File: config.mk
export PLATFORM = sky130hd
export DESIGN_NAME = mux2_share_arb
export DESIGN_NICKNAME = d
export VERILOG_FILES = /design/src/rtl/mux2_share_arb.sv
export SDC_FILE = /design/constraint.sdc
export NUM_CORES = 1
export LEC_CHECK = 0
export BUFFER_PORTS_ARGS = -buffer_cell sky130_fd_sc_hd__buf_2
export CORE_MARGIN = 2
export CORE_UTILIZATION = 50
export CTS_BUF_LIST = sky130_fd_sc_hd__clkbuf_8
export DETAILED_ROUTE_END_ITERATION = 7
export PLACE_DENSITY = 0.85
export SETUP_SLACK_MARGIN = 0.5
export SLEW_MARGIN = 10
export SYNTH_ARGS = -nofsm -noshare
export SYNTH_HDL_FRONTEND = slang
export SYNTH_SLANG_ARGS = --single-unit
File: constraint.sdc
create_clock -name clk_i -period 3.05 [get_ports clk_i]
set_clock_uncertainty 0.1 [all_clocks]
set_input_delay 0.4575 -clock clk_i [delete_from_list [all_inputs] [get_ports clk_i]]
set_output_delay 0.4575 -clock clk_i [all_outputs]
set_load 0.005 [all_outputs]
File: src/rtl/mux2_share_arb.sv
// mux2_share_arb
//   Shares one inverting 2:1 mux datapath between two valid/ready requesters
//   (A and B) and registers the selected word into a single-entry output
//   stage. Arbitration is burst-limited round-robin. The current owner keeps
//   the grant for up to MAX_BURST consecutive words while the other side is
//   requesting. After that limit, ownership passes to the other side.
//
// Parameters
//   WIDTH      data width of a_data_i, b_data_i and y_data_o
//   MAX_BURST  max consecutive grants to one owner under contention (>= 1)
//
// Ports
//   clk_i      clock, rising edge
//   rn_i       synchronous active-low reset
//   a_valid_i  requester A has a word
//   a_data_i   requester A word
//   a_ready_o  A word accepted this cycle
//   b_valid_i  requester B has a word
//   b_data_i   requester B word
//   b_ready_o  B word accepted this cycle
//   sel_o      mux select (0=A, 1=B); follows the grant, holds owner when idle
//   y_valid_o  output register holds a word
//   y_data_o   registered output word (true polarity)
//   y_src_o    source of y_data_o (0=A, 1=B)
//   y_ready_i  consumer accepts the output word this cycle
module mux2_share_arb #(
  parameter int WIDTH     = 8,
  parameter int MAX_BURST = 4
) (
  input  logic             clk_i,
  input  logic             rn_i,
  input  logic             a_valid_i,
  input  logic [WIDTH-1:0] a_data_i,
  output logic             a_ready_o,
  input  logic             b_valid_i,
  input  logic [WIDTH-1:0] b_data_i,
  output logic             b_ready_o,
  output logic             sel_o,
  output logic             y_valid_o,
  output logic [WIDTH-1:0] y_data_o,
  output logic             y_src_o,
  input  logic             y_ready_i
);

  localparam int            CW      = $clog2(MAX_BURST + 1);
  localparam logic [CW-1:0] CNT_MAX = CW'(MAX_BURST);
  localparam logic [CW-1:0] CNT_ONE = CW'(1);

  logic             owner_q, owner_d;
  logic [CW-1:0]    cnt_q, cnt_d;
  logic             y_valid_q, y_valid_d;
  logic [WIDTH-1:0] y_data_q, y_data_d;
  logic             y_src_q, y_src_d;

  logic             load;
  logic             own_v, oth_v;
  logic             keep;
  logic             grant;
  logic             gidx;
  logic             sel;
  logic [WIDTH-1:0] mux_n;
  logic [WIDTH-1:0] mux_word;

  // The output stage can take a new word when it is empty or being drained.
  assign load  = ~y_valid_q | y_ready_i;
  assign own_v = owner_q ? b_valid_i : a_valid_i;
  assign oth_v = owner_q ? a_valid_i : b_valid_i;

  // The owner keeps the grant unless the other side is waiting and the
  // burst limit has been reached. If the owner is idle, the other side wins.
  assign keep  = own_v & (~oth_v | (cnt_q < CNT_MAX));
  assign grant = rn_i & load & (a_valid_i | b_valid_i);
  assign gidx  = keep ? owner_q : ~owner_q;
  assign sel   = grant ? gidx : owner_q;

  assign a_ready_o = grant & ~gidx;
  assign b_ready_o = grant &  gidx;
  assign sel_o     = sel;

  // One inverting mux slice per bit. Its output is inverted again so that
  // the registered word keeps its true polarity.
  for (genvar i = 0; i < WIDTH; i++) begin : g_mux
    assign mux_n[i] = ~(sel ? b_data_i[i] : a_data_i[i]);
  end
  assign mux_word = ~mux_n;

  always_comb begin
    owner_d   = owner_q;
    cnt_d     = cnt_q;
    y_valid_d = y_valid_q;
    y_data_d  = y_data_q;
    y_src_d   = y_src_q;
    if (grant) begin
      if (keep) begin
        // Saturate so that a late requester can take over at the next load.
        cnt_d = (cnt_q == CNT_MAX) ? CNT_MAX : cnt_q + CNT_ONE;
      end else begin
        owner_d = ~owner_q;
        cnt_d   = CNT_ONE;
      end
      y_valid_d = 1'b1;
      y_data_d  = mux_word;
      y_src_d   = gidx;
    end else if (load) begin
      y_valid_d = 1'b0;
    end
  end

  always_ff @(posedge clk_i) begin
    if (!rn_i) begin
      owner_q   <= 1'b0;
      cnt_q     <= '0;
      y_valid_q <= 1'b0;
      y_data_q  <= '0;
      y_src_q   <= 1'b0;
    end else begin
      owner_q   <= owner_d;
      cnt_q     <= cnt_d;
      y_valid_q <= y_valid_d;
      y_data_q  <= y_data_d;
      y_src_q   <= y_src_d;
    end
  end

  assign y_valid_o = y_valid_q;
  assign y_data_o  = y_data_q;
  assign y_src_o   = y_src_q;

endmodule
==> impl_metrics.py <==
metrics = {
    "setup_path": {
        "worst_setup_path_end_kind": "output port",
        "start_kind": "flop",
        "path_max_fanout": 5,
        "r2r_cells": 5,
        "crit_type": "reg2out",
        "cp.required_ns": 2.49,
        "cp_data_arrival_time_ns": 1.52,
    },
    "floorplanning": {
        "die-area_um2": 1750,
        "start_util_pct": 54.3,
        "chipWidth_um": 41.8,
        "rows": 13,
        "io_pins": 34,
        "die_h_um": 41.8,
        "core_um2": 1320,
    },
    "placement": {
        "dp_hpwl_um": 1190,
        "port_buffers": 33,
        "finalWeightedCongestion": 0.675,
        "placed_cell_area_um2": 870,
        "placed_cells": 120,
        "dp_slack_ns": 1.03,
    },
    "logic_synthesis": {
        "synthAdderAreaFrac_pct": 3.50,
        "ys_seq_area_share_pct": 39.2,
        "synth_mux_area_share_pct": 11.2,
        "synth_cell_types": 27,
        "synthXorXnorAreaFrac_pct": 1.22,
        "synth.top_cell.area_share_pct": 39.2,
        "synth_top_family_by_area": "compound AO/OA/AOI/OAI gates",
        "ys_warn_count": 0,
        "synth-simple-area-share_pct": 15.9,
        "synth_top_area_cell": "dfxtp_1",
        "synth_area_um2": 716,
        "ys_ff_latch": 14,
        "synth-compound-area-share_pct": 22.7,
        "yosys-top-cells-area": "dfxtp_1, mux2i_1, a21oi_1",
        "synth_nets": 98,
        "avgSynthCellArea_um2": 9.54,
        "syn_inst": 75,
    },
    "sta": {
        "fin_ws_ns": 0.973,
        "slew_headroom_pct": 74.9,
        "timing.hold.ws_ns": 0.376,
        "fin_crit_sh_pct": 68.1,
        "drv_slew": 0,
        "finalHoldViolCount": 0,
        "rsz0062_at_grt": "no",
        "final-setup-viol-count": 0,
        "max_freq_mhz": 481,
        "setup-tns-final_ns": 0,
        "period_minus_slack_ns": 2.08,
        "tightest_slew_ns": 0.376,
    },
    "layout": {
        "fin_area_um2": 925,
        "fin_nets": 133,
        "final_common_cell": "buf_2",
        "instances_no_fill": 124,
        "drive_gt1_share_pct": 39.4,
        "nFillCells": 115,
        "utilization_pct": 70.2,
        "n_antenna_cell": 0,
        "syn_to_final_growth_pct": 29.2,
        "final_cell_mix": "buf_2, dfxtp_1, o21ai_0, a21oi_1, mux2i_1",
    },
    "detailed_routing": {
        "vias": 663,
        "wl_per_cell_um": 12.5,
        "wl_um": 1550,
        "first_pass_iters": 4,
        "first_iter_violations": 11,
        "drc": 0,
        "viasPerCell": 5.35,
        "ant_nets": 0,
    },
    "clocking": {
        "cts_root_buf": "clkbuf_8",
        "numCtsBuffers": 3,
        "cts_tree": "done",
        "postCtsHoldBufs": 0,
        "ctsResizeCount": 0,
        "clock_latency_ns": 0.24,
        "htree_levels": 1,
        "clkTransAtPathRegs_ns": 0.06,
        "cts_buffer_depth": 2,
        "cts_setup_buffers": 0,
        "cts_sinks": 14,
    },
    "grt": {
        "grt_overflow": 0,
        "grt_pass1_vias": 585,
        "antenna_found_initial": 0,
        "grt_max_degree": 20,
        "grt_pass1_wl_um": 2420,
        "grt_util_all_layers_pct": 18.0,
    },
    "pwr": {
        "power_mw": 0.472,
        "power.density_nw_per_um2": 511,
        "leakage_nw": 0.452,
        "ir_worst_vdd_mv": 0.320,
    },
    "hold_path": {
        "hold_class": "reg2reg",
        "min_path_cells": 1,
    },
    "status": {
        "status": "completed",
    },
    "job": {
        "cap_violations": 0,
    },
}
-- synthesized netlist by cell type --
library cell / number
nand3b_1: 1
a31o_1: 1
and3_4: 1
inv_1: 2
nand3_4: 1
nor2b_1: 1
nand4_1: 1
a21oi_1: 10
and2_4: 1
buf_6: 3
ha_1: 2
nand2_1: 3
or2_4: 1
nor2_1: 3
o21ai_0: 10
clkbuf_1: 1
a21boi_0: 3
or3_1: 1
mux2i_1: 8
nand3_1: 1
a311oi_2: 1
nand2b_1: 1
xor2_1: 1
nor3b_1: 1
o2bb2ai_1: 1
a21boi_1: 1
dfxtp_1: 14
-- registers in the layout, summed over array words and instances, names as in the netlist --
register   flops
y_data_o       8
y_src_o        1
owner_q        1
cnt_q          3
y_valid_o      1
-- logic make-up (layout without fill, tap and decap cells) --
family	after synthesis	count (layout)
AO/OA/AOI/OAI	27	27
AND/OR/NAND/NOR	17	17
buffers and inverters	6	40
XOR/XNOR	1	1
flip-flops	14	14
multiplexers	8	8
adder cells (fa/ha/maj)	2	2
-- power by group --
part           switching, mW  internal [mW]  leakage (nW)
clock network         0.0629          0.114        0.0288
registers            0.00865          0.198         0.116
logic                 0.0441         0.0448         0.308
total                  0.116          0.357         0.452
-- worst paths after layout --
check | from | to | slack [ns]
max | owner_q$_SDFF_PN0_ | sel_o | 0.97
min | y_src_o$_SDFFE_PN0P_ | y_src_o$_SDFFE_PN0P_ | 0.38
max reg2reg | cnt_q[2]$_SDFFE_PN0P_ | y_data_o[2]$_SDFFE_PN0P_ | 1.59
min reg2reg | y_src_o$_SDFFE_PN0P_ | y_src_o$_SDFFE_PN0P_ | 0.38
-- cell type report --
| type | instances | area [um^2] | area share (%) |
|---|---|---|---|
| multi-input combinational | 55 | 390 | 42.2 |
| sequential | 14 | 280 | 30.3 |
| timing repair buffer | 34 | 173 | 18.7 |
| clock buffer | 4 | 55.1 | 5.95 |
| tap | 15 | 18.8 | 2.03 |
| inverter | 2 | 7.51 | 0.812 |
-- routing by layer --
layer  part of all wire (%)  wire (um)  GRT usage (%)  vias up
li1                       -          -              -      337
met1                     41        631           18.9      297
met2                     52        810           34.4       29
met3                    6.8        105           4.35        0
met4                      0          0           5.81        0
met5                      0          0              0        -
-- critical path: stages, from the launching register on --
cell and delay [ns]:
dfxtp_1 0.34, nor2b_1 0.16, a311oi_2 0.38, or3_1 0.19, nand2_1 0.06, buf_2 0.13
Note: power is estimated with default switching activity, not from simulation.
